===== src/rtl/proc_trace_checker_trace_fifo.sv =====
// Synchronous FIFO holding expected trace records. Power-of-two depth so the
// pointers wrap naturally; storage is not reset, only pointers and count.
module trace_fifo #(
  parameter int WIDTH = 8,
  parameter int DEPTH = 16
) (
  input  logic                     clk,
  input  logic                     rst,
  input  logic                     push,
  input  logic                     pop,
  input  logic [WIDTH-1:0]         din,
  output logic [WIDTH-1:0]         dout,
  output logic                     full,
  output logic                     empty,
  output logic [$clog2(DEPTH):0]   count
);
  localparam int AW = $clog2(DEPTH);

  logic [WIDTH-1:0] mem [DEPTH];
  logic [AW-1:0]    wr_ptr;
  logic [AW-1:0]    rd_ptr;
  logic [AW:0]      cnt_q;
  logic             do_push;
  logic             do_pop;

  assign full    = (cnt_q == (AW+1)'(DEPTH));
  assign empty   = (cnt_q == '0);
  assign count   = cnt_q;
  assign dout    = mem[rd_ptr];
  assign do_push = push && !full;
  assign do_pop  = pop && !empty;

  // Record storage write port.
  always_ff @(posedge clk) begin
    if (do_push) mem[wr_ptr] <= din;
  end

  // Pointer and occupancy update; simultaneous push and pop keep the count.
  always_ff @(posedge clk or negedge rst) begin
    if (!rst) begin
      wr_ptr <= '0;
      rd_ptr <= '0;
      cnt_q  <= '0;
    end else begin
      if (do_push) wr_ptr <= wr_ptr + 1'b1;
      if (do_pop)  rd_ptr <= rd_ptr + 1'b1;
      case ({do_push, do_pop})
        2'b10:   cnt_q <= cnt_q + 1'b1;
        2'b01:   cnt_q <= cnt_q - 1'b1;
        default: cnt_q <= cnt_q;
      endcase
    end
  end
endmodule


===== config.mk =====
export PLATFORM = sky130hd
export DESIGN_NAME = trace_fifo
export DESIGN_NICKNAME = d
export VERILOG_FILES = /design/src/rtl/proc_trace_checker_trace_fifo.sv
export SDC_FILE = /design/constraint.sdc
export NUM_CORES = 1
export LEC_CHECK = 0
export CORE_MARGIN = 3
export CORE_UTILIZATION = 45
export CTS_BUF_LIST = sky130_fd_sc_hd__clkbuf_16
export CTS_CLUSTER_DIAMETER = 120
export CTS_CLUSTER_SIZE = 25
export DETAILED_ROUTE_END_ITERATION = 16
export PLACE_DENSITY = 0.64
export SLEW_MARGIN = 25
export SYNTH_ARGS = -nofsm -noshare
export SYNTH_HDL_FRONTEND = slang
export SYNTH_SLANG_ARGS = --single-unit

===== constraint.sdc =====
create_clock -name clk -period 3.4 [get_ports clk]
set_input_delay 1.02 -clock clk [delete_from_list [all_inputs] [get_ports clk]]
set_output_delay 1.02 -clock clk [all_outputs]
set_load 0.005 [all_outputs]

* Word-level counts from Yosys, hierarchy flattened *
Memory sizes are Yosys's and may differ from the RTL's.
Index checks and enable logic that the tools add are counted.
Widths: inputs -> output; s select.

word-level totals
  bits in registers = 13
  bits in writable memories = 128
  bits of input ports = 12
  output and inout port bits = 15
  memories kept = 1

memory list
  name  words  bits a word  read ports  clocked after memory_dff  write ports  RTL line  RTL
  mem   16     8            1           0                         1            19        logic [WIDTH-1:0] mem [DEPTH];

operators by class
  add/sub/neg operators = 4
  equal/unequal tests = 3
  mux-type cells = 3
  reduce and logical (&&, ||, !) cells = 6

operator list
  kind                 number
  $pmux 5 s2           1
  $add 4x1->4 const B  2
  $add 5x1->5 const B  1
  $eq 5x5->1 const B   1
  $logic_not 5->1      1
  $sub 5x1->5 const B  1
  $eq 2x1->1 const B   1
  $eq 2x2->1 const B   1
  $logic_and 1x1->1    2
  $logic_not 1->1      2
  $mux 1               2
  $reduce_bool 2->1    1

* Depth between registers and ports, before layout *
  depth after elaboration = 5
  gate-level depth with buffers = 13
  mapped depth without buffers = 12

* Worst setup path after synthesis *
Ideal clock, no wire load.

  path kind = input to register
  start point = input push
  end point = register cnt_q[4] (netlist: count[4])
  library setup time = 0.124 ns
  data arrival time = 2.759 ns
  required time = 3.276 ns
  setup slack = 0.517 ns
  stages on the path = 11
  path buffers = 1
  cells stage by stage = and2_1 buf_2 inv_1 ha_1 inv_1 fa_1 nor2b_1 o21ai_0 nand3_1 or3b_1 xnor2_1

between the ends
  longest elaborated chain between the ends = 3
  elaborated cells between the ends (all ways) = 5

RTL lines
  item                                             RTL line  RTL
  from (decl)                                      9         input logic push,
  $logic_and 1x1->1 (*)                            30        assign do_push = push && !full;
  $eq 2x1->1 or $eq 2x2->1 (tied branches)         47        case ({do_push, do_pop})
  $pmux 5 s2 or $reduce_bool 2->1 (tied branches)  --
  to (signal assigned)                             48        2'b10: cnt_q <= cnt_q + 1'b1;
  to (signal assigned)                             49        2'b01: cnt_q <= cnt_q - 1'b1;
  to (signal assigned)                             50        default: cnt_q <= cnt_q;
  to (decl)                                        22        logic [AW:0] cnt_q;

Every way passes the cells marked *; elsewhere a longest branch is shown, timed or not.
A chain may end at the register's enable or synchronous reset.

* Worst setup path after layout *
  start point = register rd_ptr[0]
  end point = output dout[6]

between the ends
  longest elaborated chain between the ends = 1

RTL lines
  item                    RTL line  RTL
  from (decl)             21        logic [AW-1:0] rd_ptr;
  from (signal assigned)  46        if (do_pop) rd_ptr <= rd_ptr + 1'b1;
  $mem_v2 16x8            --
  to (decl)               12        output logic [WIDTH-1:0] dout,

Every way passes these cells.

==> impl_metrics.csv <==
group,metric,value,unit
floorplan,die_area,14240,um2
worst_setup_path,crit_chain,"buf_4 -> buf_16 -> mux4_2 -> a22oi_1 -> nand2_1 -> clkdlybuf4s50_1",
sta,rsz0062_at_grt,"true",
placement,globalplace.congestion,0.8076,
placement,placed_cell_area,6320,um2
power_and_ir_drop,seqPwrFrac,36.8,%
power_and_ir_drop,internal_power,4422,uW
sta,slew_viol_final,0,
placement,dp.cells,531,
layout,fill_cells,917,
floorplan,start_util,47.13,%
layout,drive_gt1_share,24.06,%
drt,num_vias,3060,
drt,routed_via_density,5.397,
flow_run,maxCapViolations,0,
power_and_ir_drop,p_sw,1879,uW
global_route,grt_max_degree,18,
power_and_ir_drop,pwr_density_cell,887.8,nW/um2
status,status,"finished with violations",
global_route,grt_pass1_vias,3062,
floorplan,die_x,119.3,um
clock_network,clock-sinks,141,
worst_setup_path,path_max_fanout,14,
worst_setup_path,start_kind,"flip-flop",
drt,drc,0,
worst_setup_path,worst_path_max_delay_cell,"mux4_2",
clock_network,cts_buffers,17,
clock_network,cts_tree,"done",
synthesis,synthCells,332,
worst_setup_path,crit_required,2.38,ns
sta,tightest_slew,0.6063,ns
power_and_ir_drop,vdd_ir_drop_max,495.4,uV
drt,drt_first_pass_iters,4,
worst_setup_path,cp.arrival,2.44,ns
synthesis,syn_nets,354,
worst_setup_path,cp_top_family,"buffers and inverters",
drt,antenna_left,0,
sta,hold_viol,0,
layout,finalInstanceArea,7098,um2
synthesis,synth-seq-area-share,72.14,%
status,violations,"setup timing",
layout,nets,409,
worst_setup_path,crit_path_end_kind,"output port",
sta,tns,-0.1109,ns
sta,postLayoutSetupSlackWorst,-0.06290,ns
sta,period_needed,3.463,ns
power_and_ir_drop,leakage,0.002563,uW
global_route,overflow,0,
floorplan,core,12260,um2
synthesis,synth_top_area_share,66.51,%
drt,wl_per_cell,20.74,um
sta,finalSetupViolations,2,
sta,max_freq,0.2888,GHz
drt,wirelength,11760,um
layout,area_growth,22.82,%
layout,final-seq-area,4172,um2
clock_network,path_clk_slew,0.05,ns
layout,multiInputGateArea,1513,um2
clock_network,insertion_delay,0.42,ns
floorplan,io_pins,27,
placement,io_buffers,26,
layout,fin_util,57.89,%
clock_network,htree_levels,4,
worst_setup_path,critPathMaxStageDelay,0.50,ns
worst_hold_path,holdCritPathClass,"reg -> reg",
layout,antenna_cells,0,
placement,dpl_worst_slack,0.04625,ns
drt,drtIter0Drc,228,
synthesis,ys_warn_count,0,
global_route,antenna_found_initial,0,
synthesis,yosysTopAreaCell,"edfxtp_1",
worst_setup_path,worstSetupPathType,"reg -> out",
sta,slew_headroom,59.45,%
clock_network,cts_buffer_depth,2,
placement,dp_hpwl,7416,um
synthesis,yosysUniqueCellTypes,33,
global_route,grt_pass1_wl,18570,um
floorplan,core.rowCount,40,
synthesis,syn_area_per_cell,17.41,um2
worst_setup_path,crit_buf_inv,3,
power_and_ir_drop,pwr-share-clk,29.6,%
synthesis,ys_ff_latch,141,
floorplan,fp.dieH,119.3,um
power_and_ir_drop,pwr-share-comb,33.6,%
global_route,grtUsageTotal,18.06,%
power_and_ir_drop,switching_share,29.82,%
synthesis,netlist_area,5779,um2
clock_network,root_buffer,"clkbuf_16",
layout,fin_cells,567,
synthesis,netlist_top_cells_area,"edfxtp_1 67%, mux4_2 6.2%, dfrtp_1 5.6%, mux2i_1 4.3%, ha_1 1.9%",
sta,clock_skew,0.01148,ns
sta,period_share,101.8,%
per-layer routing:
layer	vias up	wire [um]	global-route usage [%]
li1	1403	-	-
met1	1560	5247	26.35
met2	88	5559	26.07
met3	9	794	4.226
met4	0	157	7.874
met5	-	0	0
path summary, 6_finish.rpt:
| path | from | to | slack [ns] | depth (start not counted) |
|---|---|---|---|---|
| hold reg to reg | count[4] | count[4] | 0.52 | 1 |
| max in group asynchronous | rst | rd_ptr[0] | 1.98 | 1 |
| setup reg to reg | count[0] | count[4] | 0.61 | 12 |
| hold / removal | count[4] | count[4] | 0.52 | 1 |
| setup / recovery | rd_ptr[0] | dout[6] | -0.06 | 6 |
| min in group asynchronous | rst | count[0] | 0.99 | 1 |
power by group through the flow:
stage,Sequential [uW],Clock (uW),Combinational (uW)
after global routing,2350,1960,2330
after detailed placement,2320,0,1940
after global placement,2310,0,1930
after floorplan,2250,0,1300
after CTS,2310,1890,2140
final,2320,1860,2120
flip-flops by register name (all words and copies together) (netlist names):
signal  count
mem       128
count       5
rd_ptr      4
wr_ptr      4
cell families (layout without fill, tap and decap cells):
logic type	count (synthesis)	after routing	share of synthesized area, %
AOI/OAI and AO/OA	47	47	4.980
xor gates and xnor gates	10	10	1.516
adders and majority gates	10	10	2.295
buffers and inverters	26	93	2.749
DFF	141	141	72.14
muxes	50	50	12.38
and+or+nand+nor	48	48	3.940
layout by cell type, fill, tap and decap left out, types with 8 or more instances in the layout:
cell             synthesis  routed
ha_1                     9       9
dfrtp_1                 13      11
buf_4                    0      22
o21ai_0                 20      10
clkdlybuf4s50_1          0      20
mux2i_1                 25      25
edfxtp_1               128     128
nand2_1                 18      18
mux2_2                   8       8
mux4_2                  16      16
clkbuf_16                0      17
inv_1                    8       9
a21oi_1                 10      10
nor2_1                  12      12
o21ai_1                  0       9
area by class of cell:
type | instances | area share, %
flip-flops and latches | 141 | 58.77
multi-input cells | 165 | 21.31
repair buffers | 54 | 8.056
clock buffers | 17 | 5.993
well taps | 168 | 2.961
clock inverters | 14 | 2.485
inverters | 8 | 0.4231
synth_stat cells:
library cell  count
inv_1             8
dfrtp_1          13
a221oi_1          8
edfxtp_1        128
a21oi_1          10
xnor2_1           7
nor3_1            4
nand2_2           1
and2b_1           1
nor2_1           12
nor2b_1           3
mux4_2           16
buf_2             6
mux2_4            1
nand2b_1          2
a22oi_1           8
ha_1              9
nor4_2            1
buf_6             5
mux2_2            8
nand3_1           2
nand2_1          18
buf_1             1
xor2_1            3
and2_1            2
o21ai_0          20
fa_1              1
or3b_1            1
nand4_1           1
mux2i_1          25
buf_12            1
clkbuf_1          5
a21o_1            1
metrics by stage:
step / hold slack (ns) / total power, uW
after floorplan: 0.4993 / 3545
after global placement: 0.5103 / 4247
after detailed placement: 0.5144 / 4264
after CTS: 0.5205 / 6338
after global routing: 0.5501 / 6638
final: 0.5195 / 6302
repair_timing:
action | 4_1_cts | 5_1_grt
resized for setup | 16 | 16
endpoints found under the setup margin | 8 | 6
hold buffers | 0 | 0
pin swaps | 2 | 3
setup buffers | 2 | 0
cloned | 3 | 0
(Power assumes the default switching activity.)
==> RTL edit 1, RTL diff (config.mk and constraints unchanged) <==
`DEPTH`: 16 -> 32.
--- a/src/rtl/proc_trace_checker_trace_fifo.sv
+++ b/src/rtl/proc_trace_checker_trace_fifo.sv
@@ -4,3 +4,3 @@
   parameter int WIDTH = 8,
-  parameter int DEPTH = 16
+  parameter int DEPTH = 32
 ) (
Ports: changed (resized count); port bits go from 27 to 28. The function was not compared with the original's and may differ.
==> RTL edit 1 against the unedited design <==
The run still ends with negative setup slack left; setup slack got worse by 0.14 ns; sequential cell count rose by 131; total power is 59% higher; routed wire length rose by 100%; cell area grew 82%; via count rose by 84%; area after synthesis up 89%; cell count rose by 76%; sequential power increased by 81%; non-clock buffer count increased by 70; critical path type unchanged; largest cell class unchanged; highest routed layer unchanged.
==> RTL edit 1: results (changes against the unedited design) <==
Outcome
  • Status: complete, but fails checks
  • Failing checks: negative setup slack

Synthesis
  • Seq/Total Area, Yosys: 73.90% (+1.8 points)
  • Post-Syn Nets: 586 (+66%)
  • Post-synth EDFFs: 256 (+100%)
  • Async set or reset register ratio after synthesis: 5.882% (-3.3 points)

Global route
  • GRT Total Usage: 18.21% (+0.15 points)
  • Largest net degree at the start of global routing: 33 (+15)
  • Met1 usage: 25.00% (-1.3 points)
  • Vias in the first global route: 5872 (+92%)
  • Grt met2 use: 31.87% (+5.8 points)

Routing
  • Total number of vias: 5638 (+84%)
  • Drt total wl: 23590 µm (+100%)
  • Detailed router's first-iteration violation count: 381 (+67%)
  • DR vias/cell: 5.644 (+4.6%)

Clock tree
  • CTS buffer count: 14 (-3)
  • Clock latency on the worst-skew pair: 0.48 ns (+0.06 ns)
  • H-tree levels: 1 (-3)
  • CTS Buffer Depth: 3 (+1)
  • Worst-path clk slew: 0.09 ns (+0.04 ns)

Placement
  • Placed instance count: 956 (+80%)
  • IO Port Bufs: 27 (+3.8%)
  • Final Wtd Congestion: 0.8270 (+2.4%)

Final layout
  • Final nets: 695 (+70%)
  • Layout cell share with drive strength beyond 1: 30.74% (+6.7 points)
  • Fillers: 1848 (+100%)
  • Largest register FFs: 256 (+100%)

STA
  • Finish-stage setup viols: 8 (+6)
  • Clock skew: 0.009674 ns (-0.001810 ns)
  • Final Worst Setup Slack: -0.2014 ns (-0.1385 ns)
  • Setup TNS Final: -1.009 ns (-0.8985 ns)

Power and ir drop
  • Pleak: 4.356 nW (+70%)
  • Peak VDD IR: 0.3048 mV (-38%)

Setup path
  • CP arrival: 2.58 ns (+0.14 ns)
RTL edit 1: timing repair:
action | 4_1_cts | 5_1_grt
gates cloned | 2 | 0
endpoints found under the setup margin | 8 | 10
pin swaps | 22 | 8
gates resized for setup | 79 | 20
setup buffers | 16 | 2
RTL edit 1: logic make-up after synthesis:
logic type	Yosys count	share of synthesized area, %
adder cells (fa/ha/maj)	11	1.326
buffers and inverters	41	2.218
AND/OR/NAND/NOR	73	3.236
XOR/XNOR	10	0.8003
multiplexers	82	13.34
AO/OA/AOI/OAI	74	5.179
flip-flops	272	73.90
RTL edit 1: layer usage:
metal,vias up,wire length (µm)
li1,2505,-
met1,2975,9868
met2,127,12270
met3,31,994
met4,0,462
met5,-,0
RTL edit 1: final timing paths:
check	start	endpoint	slack [ns]	cells past startpoint
hold / removal	count[0]	count[0]	0.54	1
max in group asynchronous	rst	rd_ptr[0]	1.75	1
setup / recovery	rd_ptr[0]	dout[1]	-0.20	8
hold reg to reg	count[0]	count[0]	0.54	1
setup reg to reg	count[0]	count[5]	0.33	9
min in group asynchronous	rst	count[2]	1.02	1
RTL edit 1: layout make-up:
type                    count  area [µm²]  area share, %
repair buffers            124        1141          8.818
clock buffers              15       375.4          2.901
clock inverters             9       35.03         0.2707
well taps                 319       399.1          3.085
inverters                  10       37.54         0.2901
multi-input cells         250        2859          22.09
flip-flops and latches    272        8093          62.54
RTL edit 1: critical path: stages, from the launching register on:
cell and delay [ns]:
dfrtp_4 0.51, buf_6 0.14, buf_4 0.13, mux4_2 0.43
a22o_1 0.28, a2111oi_4 0.25, buf_4 0.19, a21oi_2 0.04
buf_2 0.13
RTL edit 1: per-stage QoR:
step / cell area [µm²] / total power [W] / hold slack, ns / setup WS [ns]
after floorplan: 10940 / 0.006297 / 0.5126 / 0.3482
after detailed placement: 12060 / 0.007694 / 0.5393 / -0.3094
final: 12940 / 0.01003 / 0.5351 / -0.2014
after global placement: 12060 / 0.007614 / 0.5232 / -0.3349
after global routing: 12940 / 0.01048 / 0.5775 / -0.2655
after CTS: 12830 / 0.009920 / 0.5608 / -0.2195
RTL edit 1: power by group:
part | switching (W) | total (W) | internal, W
clock network | 0.000958 | 0.00176 | 0.000806
logic | 0.00199 | 0.00405 | 0.00207
registers | 0.000263 | 0.00421 | 0.00394
==> RTL edit 2, RTL diff (config.mk and constraints unchanged) <==
Made on the original files. Register the output `count` once more, cleared by the reset; this adds one clock of latency there. The other outputs are not delayed to match.
--- a/src/rtl/proc_trace_checker_trace_fifo.sv
+++ b/src/rtl/proc_trace_checker_trace_fifo.sv
@@ -27,3 +27,9 @@
   assign empty   = (cnt_q == '0);
-  assign count   = cnt_q;
+  always_ff @(posedge clk or negedge rst) begin
+    if (!rst) begin
+      count <= '0;
+    end else begin
+      count <= cnt_q;
+    end
+  end
   assign dout    = mem[rd_ptr];
Check against the original RTL: not equivalent (a bounded check fails within 4 cycles, from zero or initial values and one cycle with rst low).
==> RTL edit 2 against the unedited design <==
Sequential share of layout area increased by 0.19 points; area after synthesis grew 2.2%; cell area up 2.7%; setup slack better by 0.18 ns; sequential cell count rose by 5; total power rose by 0.16%; routed wire length is 8.6% lower; clock skew down 0.0016 ns.
==> RTL edit 2: results (changes against the unedited design) <==
Power and ir drop
  • Pleak: 2.640 nW (+3.0%)

Synthesis
  • Most frequent cells after synthesis: 128 x edfxtp_1, 25 x mux2i_1, 20 x o21ai_0
  • Seq/Total Area, Yosys: 72.73% (+0.59 points)
  • Top cells by area, synth: edfxtp_1 65%, dfrtp_1 7.6%, mux4_2 6.1%
  • Post-Syn Nets: 359 (+1.4%)
  • Syn Inst Count: 337 (+1.5%)
  • Async set or reset register ratio after synthesis: 12.33% (+3.1 points)

STA
  • Slew @ Worst Pin: 0.8331 ns (+0.2268 ns)
  • Clock skew: 0.009870 ns (-0.001614 ns)
  • Fmax: 304.8 MHz (+5.6%)

Global route
  • Largest net degree at the start of global routing: 21 (+3)
  • GRT Total Usage: 16.09% (-2.0 points)
  • Global routing usage on met3: 3.742% (-0.48 points)
  • Met1 usage: 21.46% (-4.9 points)
  • First-pass GRT wire length: 17280 µm (-7.0%)
  • Grt met2 use: 25.18% (-0.89 points)

Routing
  • WL/cell: 18.19 µm (-12%)
  • M1 WL: 4685 µm (-11%)
  • DR vias/cell: 5.232 (-3.1%)
  • Detailed router's first-iteration violation count: 256 (+12%)
  • WL met3: 592 µm (-25%)
  • Met2 Wirelength: 5242 µm (-5.7%)

Worst hold path
  • Min-delay src: cnt_q[4]
  • Hold depth: 0 (-1)

Final layout
  • Fillers: 1004 (+9.5%)
  • Final nets: 428 (+4.6%)
  • Multi-input logic area: 1539 µm² (+1.7%)
  • Layout cell share with drive strength beyond 1: 27.92% (+3.9 points)

Placement
  • Placed instance count: 540 (+1.7%)
  • Hpwl dp: 7084 µm (-4.5%)
  • Placed cell areas: 6450 µm² (+2.1%)

Setup path
  • R2R Path End: cnt_q[4]
  • Worst-path maximum fanout: 9 (-5)
  • CP arrival: 2.26 ns (-0.18 ns)
  • Reg2Reg Setup Slack: 0.69 ns (+0.08 ns)
  • RR Startpoint: cnt_q[0]

Outcome
  • Status: finished, final reports clean
-- RTL edit 2: layout make-up --
type | instances | share of cell area (%)
sequential | 146 | 58.96
multi-input combinational | 165 | 21.12
timing repair buffer | 68 | 8.860
clock buffer | 17 | 5.838
tap | 172 | 2.953
clock inverter | 15 | 1.854
inverter | 8 | 0.4121
-- RTL edit 2: kinds of logic (layout without fill, tap and decap cells) --
logic type / count (synthesis) / in the layout / share of synthesized area [%]
flops: 146 / 146 / 72.73
xor+xnor: 10 / 10 / 1.483
fa+ha+maj: 10 / 10 / 2.246
compound gates: 47 / 47 / 4.874
simple gates: 48 / 48 / 3.857
mux: 50 / 50 / 12.12
buf+inv: 26 / 108 / 2.691
-- RTL edit 2: power breakdown --
group,switching (W),internal [W],total (W)
logic,0.00105,0.00113,0.00218
clock network,0.000710,0.00101,0.00172
registers,0.000186,0.00222,0.00241
